File: src/rtl/regfile_cmd_ctrl.sv
// Byte-command master for the system regfile: decodes UART write/read
// commands, strobes the regfile, and returns read data to the UART transmitter.
module regfile_cmd_ctrl #(
   parameter int               WIDTH      = 8,
   parameter int               ADDR_W     = 4,
   parameter logic [WIDTH-1:0] CMD_WR     = 8'hAA,
   parameter logic [WIDTH-1:0] CMD_RD     = 8'hBB,
   parameter int               RD_TIMEOUT = 15
) (
   input  logic              i_clk,
   input  logic              i_rst,
   input  logic [WIDTH-1:0]  i_rx_data,
   input  logic              i_rx_valid,
   output logic              o_rf_en_w,
   output logic              o_rf_en_r,
   output logic [ADDR_W-1:0] o_rf_add,
   output logic [WIDTH-1:0]  o_rf_data,
   input  logic [WIDTH-1:0]  i_rf_data,
   input  logic              i_rf_valid,
   output logic [WIDTH-1:0]  o_tx_data,
   output logic              o_tx_valid,
   input  logic              i_tx_busy,
   output logic              o_busy,
   output logic              o_err
);

   localparam int CNT_W = $clog2(RD_TIMEOUT + 1);

   typedef enum logic [2:0] {IDLE, WR_ADDR, WR_DATA, RD_ADDR, RD_WAIT, TX_SEND} state_t;

   state_t            state, state_n;
   logic [CNT_W-1:0]  cnt, cnt_n;
   logic [WIDTH-1:0]  rd_byte, rd_byte_n;
   logic              rf_en_w_n, rf_en_r_n, tx_valid_n, err_n;
   logic [ADDR_W-1:0] rf_add_n;
   logic [WIDTH-1:0]  rf_data_n, tx_data_n;
   logic              addr_ok;

   // Address bytes must not carry bits above the regfile address range.
   assign addr_ok = (i_rx_data[WIDTH-1:ADDR_W] == '0);

   always_comb begin
      state_n    = state;
      cnt_n      = cnt;
      rd_byte_n  = rd_byte;
      rf_en_w_n  = 1'b0;
      rf_en_r_n  = 1'b0;
      rf_add_n   = o_rf_add;
      rf_data_n  = o_rf_data;
      tx_data_n  = o_tx_data;
      tx_valid_n = 1'b0;
      err_n      = 1'b0;
      case (state)
         IDLE: begin
            if (i_rx_valid) begin
               if (i_rx_data == CMD_WR)      state_n = WR_ADDR;
               else if (i_rx_data == CMD_RD) state_n = RD_ADDR;
               else                          err_n   = 1'b1;
            end
         end
         WR_ADDR: begin
            if (i_rx_valid) begin
               if (addr_ok) begin
                  rf_add_n = i_rx_data[ADDR_W-1:0];
                  state_n  = WR_DATA;
               end else begin
                  err_n   = 1'b1;
                  state_n = IDLE;
               end
            end
         end
         WR_DATA: begin
            if (i_rx_valid) begin
               rf_data_n = i_rx_data;
               rf_en_w_n = 1'b1;
               state_n   = IDLE;
            end
         end
         RD_ADDR: begin
            if (i_rx_valid) begin
               if (addr_ok) begin
                  rf_add_n  = i_rx_data[ADDR_W-1:0];
                  rf_en_r_n = 1'b1;
                  cnt_n     = '0;
                  state_n   = RD_WAIT;
               end else begin
                  err_n   = 1'b1;
                  state_n = IDLE;
               end
            end
         end
         RD_WAIT: begin
            // Read data may already be valid alongside the read strobe.
            if (i_rx_valid) err_n = 1'b1;
            if (i_rf_valid) begin
               rd_byte_n = i_rf_data;
               cnt_n     = '0;
               state_n   = TX_SEND;
            end else if (cnt == CNT_W'(RD_TIMEOUT - 1)) begin
               err_n   = 1'b1;
               cnt_n   = '0;
               state_n = IDLE;
            end else begin
               cnt_n = cnt + 1'b1;
            end
         end
         TX_SEND: begin
            if (i_rx_valid) err_n = 1'b1;
            if (!i_tx_busy) begin
               tx_valid_n = 1'b1;
               tx_data_n  = rd_byte;
               state_n    = IDLE;
            end
         end
         default: state_n = IDLE;
      endcase
   end

   always_ff @(posedge i_clk) begin
      if (i_rst) begin
         state      <= IDLE;
         cnt        <= '0;
         o_rf_en_w  <= 1'b0;
         o_rf_en_r  <= 1'b0;
         o_rf_add   <= '0;
         o_rf_data  <= '0;
         o_tx_data  <= '0;
         o_tx_valid <= 1'b0;
         o_busy     <= 1'b0;
         o_err      <= 1'b0;
      end else begin
         state      <= state_n;
         cnt        <= cnt_n;
         o_rf_en_w  <= rf_en_w_n;
         o_rf_en_r  <= rf_en_r_n;
         o_rf_add   <= rf_add_n;
         o_rf_data  <= rf_data_n;
         o_tx_data  <= tx_data_n;
         o_tx_valid <= tx_valid_n;
         o_busy     <= (state_n != IDLE);
         o_err      <= err_n;
      end
   end

   always_ff @(posedge i_clk) begin
      rd_byte <= rd_byte_n;
   end

endmodule

File: config.mk
export PLATFORM = sky130hd
export DESIGN_NAME = regfile_cmd_ctrl
export DESIGN_NICKNAME = d
export VERILOG_FILES = /design/src/rtl/regfile_cmd_ctrl.sv
export SDC_FILE = /design/constraint.sdc
export NUM_CORES = 1
export LEC_CHECK = 0
export ABC_CLOCK_PERIOD_IN_PS = 1630
export BUFFER_PORTS_ARGS = -buffer_cell sky130_fd_sc_hd__buf_4
export CAP_MARGIN = 20
export CORE_UTILIZATION = 30
export CTS_BUF_LIST = sky130_fd_sc_hd__clkbuf_4
export CTS_CLUSTER_DIAMETER = 40
export DETAILED_ROUTE_END_ITERATION = 8
export PLACE_DENSITY = 0.56
export SLEW_MARGIN = 10
export SYNTH_ARGS = -nofsm -noshare
export SYNTH_HDL_FRONTEND = slang
export SYNTH_SLANG_ARGS = --single-unit
File: constraint.sdc
create_clock -name i_clk -period 1.63 [get_ports i_clk]
set_input_delay 0.163 -clock i_clk [delete_from_list [all_inputs] [get_ports i_clk]]
set_output_delay 0.163 -clock i_clk [all_outputs]
set_load 0.03 [all_outputs]
# == After elaboration in Yosys (flattened, before gate mapping) ==
# Cells that the tools add are included.
# word_totals
inputBits,21
out_inout_bits,25
reg_bits,40
word_cells,68
# op_classes
n_mux,28
n_bitwise,5
n_reduce_logical,13
n_eq_ne,10
add_sub_neg,1
# op_table
cell,n
two-way mux 3 bit,10
case mux 3 bit (6 select lines),1
== test 8 bit (second input constant),2
two-way mux 4 bit,4
two-way mux 1 bit,10
case mux 4 bit (2 select lines),1
== test 3 x 2 -> 1 bit (second input constant),2
== test 3 bit (second input constant),2
AND reduction 2 bit,3
AND reduction 3 bit,2
OR reduction 2 bit,3
NOT 1 bit,5
adder 4 x 1 -> 4 bit (second input constant),1
== test 4 bit (second input constant),1
zero test 4 bit,1
!= test 2 bit (second input constant),2
case mux 1 bit (4 select lines),1
== test 3 x 1 -> 1 bit (second input constant),1
zero test 3 bit,1
nonzero test 3 bit,1
OR reduction 3 bit,1
two-way mux 2 bit,1
nonzero test 2 bit,1

# == Depth between registers and ports, before layout ==
# Gate-level depths: netlist of the first run.
# depth
word_depth,6
mapped_depth,6
ltp_nobuf,6

# == Least setup slack after synthesis of the first run ==
# Ideal clock, no wire load.
# synth_path
path_type,register -> register
from,register cnt[0]
to,register cnt[0]
synth_period_minus_slack_ns,1.626
arrival_ns,1.539
setup_time_ns,0.087
required_time_ns,1.543
path_buffers,0
slack_ns,0.004
stages_incl_launch_ff,7
cell_sequence,dfxtp_1 > inv_1 > ha_1 > and3_1 > or4_4 > or3_1 > o31ai_1
# synth_between
elab_chain_cells,4
elab_cells_between_ends,5
# synth_lines
item,line_no,text
start: declaration,32,"logic [CNT_W-1:0] cnt, cnt_n;"
start signal: assignment,133,cnt <= cnt_n;
adder 4 x 1 -> 4 bit / == test 4 bit (equally long branches),"104, 99",
two-way mux 4 bit (*),99,end else if (cnt == CNT_W'(RD_TIMEOUT - 1)) begin
two-way mux 4 bit (*),95,if (i_rf_valid) begin
case mux 4 bit (2 select lines) (*),53,case (state)
# Every way passes the cells marked *; elsewhere a longest branch is shown, timed or not.
# A chain may end at the register's enable or synchronous reset.

# == Final worst setup path of the first run ==
# Same ends and word-level chain as after synthesis.

==> results of run 1 <==
==> sequential cells by signal (all words and copies together), names as in the netlist <==
| register | count |
|---|---|
| o_err | 1 |
| cnt | 4 |
| o_busy | 1 |
| o_rf_en_w | 1 |
| o_rf_en_r | 1 |
| o_tx_valid | 1 |
| state | 3 |
| o_tx_data | 8 |
| rd_byte | 8 |
| o_rf_data | 8 |
| o_rf_add | 4 |
==> final cells by class <==
cell class                 count  area (sq um)
inverter                       1          3.75
clock buffer                   5          37.5
multi-input combinational    120           713
fill                         519          2890
clock inverter                 3          42.5
sequential                    40           885
timing repair buffer          66           515
tap                           70          87.6
==> placed cells by master, fill, tap and decap left out, types with 3 or more instances in the layout <==
cell type and n:
mux2i_1 5, buf_4 58, a21oi_1 20, clkbuf_4 5, nand2_1 35, nand2b_1 4
edfxtp_1 8, dfxtp_2 3, dlygate4sd3_1 8, dfxtp_1 29, nor2_1 13
==> layer usage <==
metal,global-route usage [%],up-vias
li1,-,729
met1,17.2,645
met2,19.6,38
met3,4.94,10
met4,5.58,0
met5,0,-
==> logic make-up (layout without fill, tap and decap cells) <==
kind of cell	after synthesis	count (layout)
adders and majority gates	2	2
AOI/OAI and AO/OA	32	32
buffers and inverters	12	75
xor gates and xnor gates	1	1
DFF	40	40
and+or+nand+nor	80	80
muxes	5	5
==> worst paths after layout <==
path                startpoint            to  slack [ps]  depth (start not counted)
hold / removal    i_rx_data[2]  o_rf_data[2]          70                          3
setup / recovery        cnt[0]        cnt[0]           8                          6
hold reg to reg   o_tx_data[4]  o_tx_data[4]         460                          2
setup reg to reg        cnt[0]        cnt[0]           8                          6
==> power groups by stage <==
stage | logic [mW] | clock network (mW) | registers, mW
after global placement | 0.0902 | 0 | 1.03
after CTS | 0.106 | 0.683 | 1.01
after detailed placement | 0.0898 | 0 | 1.03
after global routing | 0.113 | 0.739 | 1.01
after floorplan | 0.0292 | 0 | 1.04
final | 0.105 | 0.653 | 1.01
==> through the flow <==
stage	power, mW	area (sq um)	setup slack (ps)	TNS, ps
final	1.77	2280	8.46	0
after floorplan	1.07	1640	3.73	0
after CTS	1.80	2280	6.71	0
after detailed placement	1.12	2100	-79.2	-79.2
after global routing	1.86	2280	-42.6	-42.6
after global placement	1.12	2100	-32.0	-32.0
==> worst register-to-register path, stage by stage, from the launching register on <==
cell     delay [ps]
dfxtp_2         360
inv_2            40
ha_2            160
and3_4          180
or4_4           410
or3_1           320
o31ai_1          70
==> repair_timing <==
action                                  CTS  global route
pin swaps                                 0             1
endpoints found under the setup margin    1             6
buffers inserted                          1             0
hold buffers                              8             0
endpoints found under the hold margin     8             0
gates resized for setup                   5             2
==> impl_metrics.py, run 1 <==
metrics = {
    "status": {
        "outcome": "complete, no violations",
    },
    "global_route": {
        "grt_first_pass_wirelength_mm": 6.08,
        "antenna_found_initial": 0,
        "gr-total-overflow": 0,
        "grt_max_degree": 33,
        "grt_pass1_vias": 1345,
        "grt_util_all_layers_pct": 13.2,
    },
    "floorplan": {
        "start_util_pct": 31.7,
        "die_h_um": 75.9,
        "die_x_um": 75.9,
        "die-area_sq_mm": 0.00577,
        "ios": 46,
        "num_rows": 26,
        "core_area_sq_mm": 0.00517,
    },
    "power": {
        "pwr-share-seq_pct": 57.1,
        "p_per_area_mw_per_mm2": 774,
        "intPower_mw": 1.39,
        "sw_frac_of_total_pct": 21.5,
        "power.leakage_nw": 0.891,
        "vdd_ir_drop_max_uv": 373,
        "clkPwrFrac_pct": 36.9,
        "p_comb_share_pct": 5.9,
        "switchingPower_mw": 0.381,
    },
    "worst_setup_path": {
        "critical_path_required_ps": 1890,
        "worstPathCellList": "inv_2 -> ha_2 -> and3_4 -> or4_4 -> or3_1 -> o31ai_1",
        "worst_path_largest_cell_delay_ps": 410,
        "startpoint_type": "flop",
        "path_delay_family": "simple AND/OR/NAND/NOR gates",
        "end_kind": "flop",
        "critPathBufInv": 1,
        "arrival_ps": 1880,
        "path_class": "reg2reg",
        "path_max_fanout": 3,
        "critical_path.slowest_cell": "or4_4",
    },
    "final_layout": {
        "final_nets": 257,
        "syn_to_final_growth_pct": 39.3,
        "n_antenna_cell": 0,
        "final_core_util_pct": 44.2,
        "drive_gt1_share_pct": 32.8,
        "layoutNonFillerInstCount": 305,
    },
    "yosys": {
        "synth_top_area_share_pct": 39.1,
        "synthMuxAreaShare_pct": 3.05,
        "synth_xor_area_share_pct": 0.534,
        "ys_top_cells_by_area": "dfxtp_1 (39%), edfxtp_1 (15%), nand2_1 (8.0%)",
        "async_flop_share_pct": 0,
        "yosysSeqAreaShare_pct": 53.7,
        "synth_top_area_cell": "dfxtp_1",
        "syn_area_per_cell_sq_um": 9.54,
        "syn_nets": 195,
        "synth_edf_count": 8,
        "netlist_instances": 172,
        "yosys_warnings": 0,
        "synth_top_cells_by_count": "nand2_1 (35), dfxtp_1 (32), a21oi_1 (20), nor2_1 (13), edfxtp_1 (8)",
        "synth_top_flop_cell": "dfxtp_1",
        "ys_seq_elements": 40,
        "synth_top_family_by_area": "simple AND/OR/NAND/NOR gates",
        "synth-compound-area-share_pct": 11.6,
        "syn-cell-area_sq_mm": 0.00164,
        "synthAdderAreaFrac_pct": 1.53,
        "synth_cell_types": 41,
        "yosysMostFrequentCell": "nand2_1",
        "synthSimpleGateAreaFrac_pct": 26.2,
    },
    "clock_tree": {
        "clk_latency_ps": 340,
        "cts_buffers": 5,
        "cts_buffer_depth": 2,
        "cts.clk_slew.worst_paths_ps": 120,
        "htreeDepth": 2,
        "clockRootBuffer": "clkbuf_4",
        "clkSinkCount": 40,
        "cts_tree": "built",
    },
    "route": {
        "avgRoutedWirePerCell_um": 11.8,
        "wl_met2_mm": 1.57,
        "viasPerCell": 4.66,
        "routed.top_layer": "met4",
        "ant_nets": 0,
        "routed-wl-met3_um": 255,
        "dr_total_vias": 1422,
        "first_pass_iters": 4,
        "wl_met1_mm": 1.73,
        "drc": 0,
        "drt_iter0_markers": 42,
        "routed_wl_mm": 3.61,
    },
    "placed_design": {
        "dp_hpwl_mm": 2.53,
        "placedCellCount": 288,
        "gp_congestion": 0.735,
        "io_buffers": 45,
    },
    "timing": {
        "worst_slew_pin_slew_ps": 351,
        "post-route-period-util_pct": 99.5,
        "rsz0062_at_grt": "true",
        "min_period_ps": 1620,
        "drv_slew": 0,
        "hold_violations": 0,
        "timing.hold.ws_ps": 66.6,
        "timing.fmax_ghz": 0.617,
        "finalSetupViolations": 0,
        "slew_headroom_pct": 76.3,
        "final.setup_skew_ps": 2.16,
    },
    "worst_hold_path": {
        "hp-class": "in2reg",
    },
    "job": {
        "drv_cap": 0,
    },
}
No activity file was read; power rests on OpenSTA's default activity.
==> run 2, diff against run 1 <==
--- a/config.mk
+++ b/config.mk
@@ -5,14 +5,14 @@
 export SDC_FILE = /design/constraint.sdc
 export NUM_CORES = 1
 export LEC_CHECK = 0
-export ABC_CLOCK_PERIOD_IN_PS = 1630
 export BUFFER_PORTS_ARGS = -buffer_cell sky130_fd_sc_hd__buf_4
 export CAP_MARGIN = 20
+export CORE_ASPECT_RATIO = 0.8
 export CORE_UTILIZATION = 30
 export CTS_BUF_LIST = sky130_fd_sc_hd__clkbuf_4
 export CTS_CLUSTER_DIAMETER = 40
 export DETAILED_ROUTE_END_ITERATION = 8
-export PLACE_DENSITY = 0.56
+export PLACE_DENSITY = 0.54
 export SLEW_MARGIN = 10
 export SYNTH_ARGS = -nofsm -noshare
 export SYNTH_HDL_FRONTEND = slang
==> constraint.sdc (replaced) <==
create_clock -name i_clk -period 1.93 [get_ports i_clk]
set_input_delay 0.193 -clock i_clk [delete_from_list [all_inputs] [get_ports i_clk]]
set_output_delay 0.193 -clock i_clk [all_outputs]
set_load 0.03 [all_outputs]
==> impl_metrics.py, run 2 (synthesis results as in run 1) <==
metrics = {
    "worst_setup_path": {
        "path_max_fanout": 4,
        "startpoint_type": "flop",
        "arrival_ps": 1970,
        "end_kind": "flop",
        "ff2ff_setup_slack_ps": 210,
        "path_class": "reg2reg",
        "reg2regPathDepth": 6,
        "critical_path_required_ps": 2190,
    },
    "final_layout": {
        "layoutNonFillerInstCount": 285,
        "drive_gt1_share_pct": 27.4,
        "final_core_util_pct": 42.2,
        "mostFrequentLayoutCell": "buf_4",
        "stdcell_area_sq_mm": 0.00216,
        "n_antenna_cell": 0,
        "final_cell_mix": "buf_4 (49), nand2_1 (35), dfxtp_1 (32)",
        "fillers": 532,
        "final_nets": 245,
        "reg_top3": "o_rf_data: 8 flops, o_tx_data: 8 flops, rd_byte: 8 flops",
        "syn_to_final_growth_pct": 31.9,
    },
    "placed_design": {
        "placedCellCount": 272,
        "gp_congestion": 0.734,
        "io_buffers": 45,
        "placed_area_sq_mm": 0.00203,
        "dp_hpwl_mm": 2.56,
    },
    "clock_tree": {
        "cts_buffers": 5,
        "cts.clk_slew.worst_paths_ps": 110,
        "clockRootBuffer": "clkbuf_4",
        "cts_tree": "built",
        "htreeDepth": 2,
        "ctsResizeCount": 0,
        "post_cts_buffers": 0,
        "clkSinkCount": 40,
        "cts_buffer_depth": 2,
        "clk_latency_ps": 340,
        "cts_hold_repair.buffers": 0,
    },
    "timing": {
        "fin_setup_tns_ps": 0,
        "drv_slew": 0,
        "timing.hold.ws_ps": 34.5,
        "min_period_ps": 1720,
        "worst_slew_pin_slew_ps": 536,
        "final.setup_skew_ps": 7.05,
        "slew_headroom_pct": 64.1,
        "post-route-period-util_pct": 89.0,
        "finalSetupViolations": 0,
        "rsz0062_at_grt": "false",
        "timing.fmax_ghz": 0.582,
        "hold_violations": 0,
    },
    "power": {
        "power.leakage_nw": 0.833,
        "p_per_area_mw_per_mm2": 683,
        "vdd_ir_drop_max_uv": 309,
    },
    "route": {
        "viasPerCell": 4.72,
        "avgRoutedWirePerCell_um": 12.5,
        "routed_wl_mm": 3.57,
        "drt_iter0_markers": 42,
        "drc": 0,
        "first_pass_iters": 6,
        "ant_nets": 0,
        "dr_total_vias": 1344,
    },
    "floorplan": {
        "core_area_sq_mm": 0.00512,
        "die_h_um": 68.1,
        "start_util_pct": 32.0,
        "num_rows": 23,
        "ios": 46,
        "die_x_um": 84.7,
        "die-area_sq_mm": 0.00577,
    },
    "global_route": {
        "grt_first_pass_wirelength_mm": 5.77,
        "grt_pass1_vias": 1238,
        "grt_max_degree": 33,
        "antenna_found_initial": 0,
        "grt_util_all_layers_pct": 13.3,
        "gr-total-overflow": 0,
    },
    "worst_hold_path": {
        "hp-class": "in2reg",
        "min_path_cells": 1,
    },
    "job": {
        "drv_cap": 0,
    },
    "status": {
        "outcome": "complete, no violations",
    },
}
run 2: changes by cell type in the layout (fill, tap and decap cells not counted), moves of 3 or more:
cell / before / now
dlygate4sd3_1: 8 / 5
dfxtp_2: 3 / 0
buf_4: 58 / 49
dfxtp_1: 29 / 32
run 2: final timing paths:
check,end,start
setup reg to reg,cnt[0],cnt[0]
hold reg to reg,o_tx_data[2],o_tx_data[2]
hold / removal,rd_byte[2],i_rf_data[2]
setup / recovery,cnt[0],cnt[0]
run 2: stage by stage:
stage / setup WS (ps) / power [mW]
after global placement: 253 / 0.948
final: 212 / 1.48
after global routing: 77.6 / 1.55
after floorplan: 304 / 0.900
after CTS: 199 / 1.49
after detailed placement: 229 / 0.947
run 2: power by group:
| group | switching (mW) | internal [mW] | total [mW] |
|---|---|---|---|
| clock network | 0.271 | 0.270 | 0.541 |
| registers | 0.000598 | 0.852 | 0.853 |
| logic | 0.0380 | 0.0447 | 0.0827 |
run 2: per-layer routing:
| layer | track usage (%) | wire [um] | up-vias | part of all wire, % |
|---|---|---|---|---|
| li1 | - | - | 703 | - |
| met2 | 19.9 | 1460 | 36 | 41 |
| met4 | 5.08 | 37 | 0 | 1.0 |
| met5 | 0 | 0 | - | 0 |
| met1 | 17.2 | 1810 | 601 | 51 |
| met3 | 5.31 | 262 | 4 | 7.3 |
run 2: worst max-delay path, stage by stage, from the launching register on:
cell	delay, ps
dfxtp_1	380
inv_1	70
ha_1	190
and3_1	210
or4_4	420
or3_1	310
o31ai_1	70
run 2: final cells by class:
type,count,area [sq um],area share (%)
repair buffers,54,418,19.3
flip-flops and latches,40,881,40.7
inverters,1,3.75,0.174
clock inverters,3,42.5,1.97
multi-input cells,120,703,32.5
well taps,62,77.6,3.59
clock buffers,5,37.5,1.74
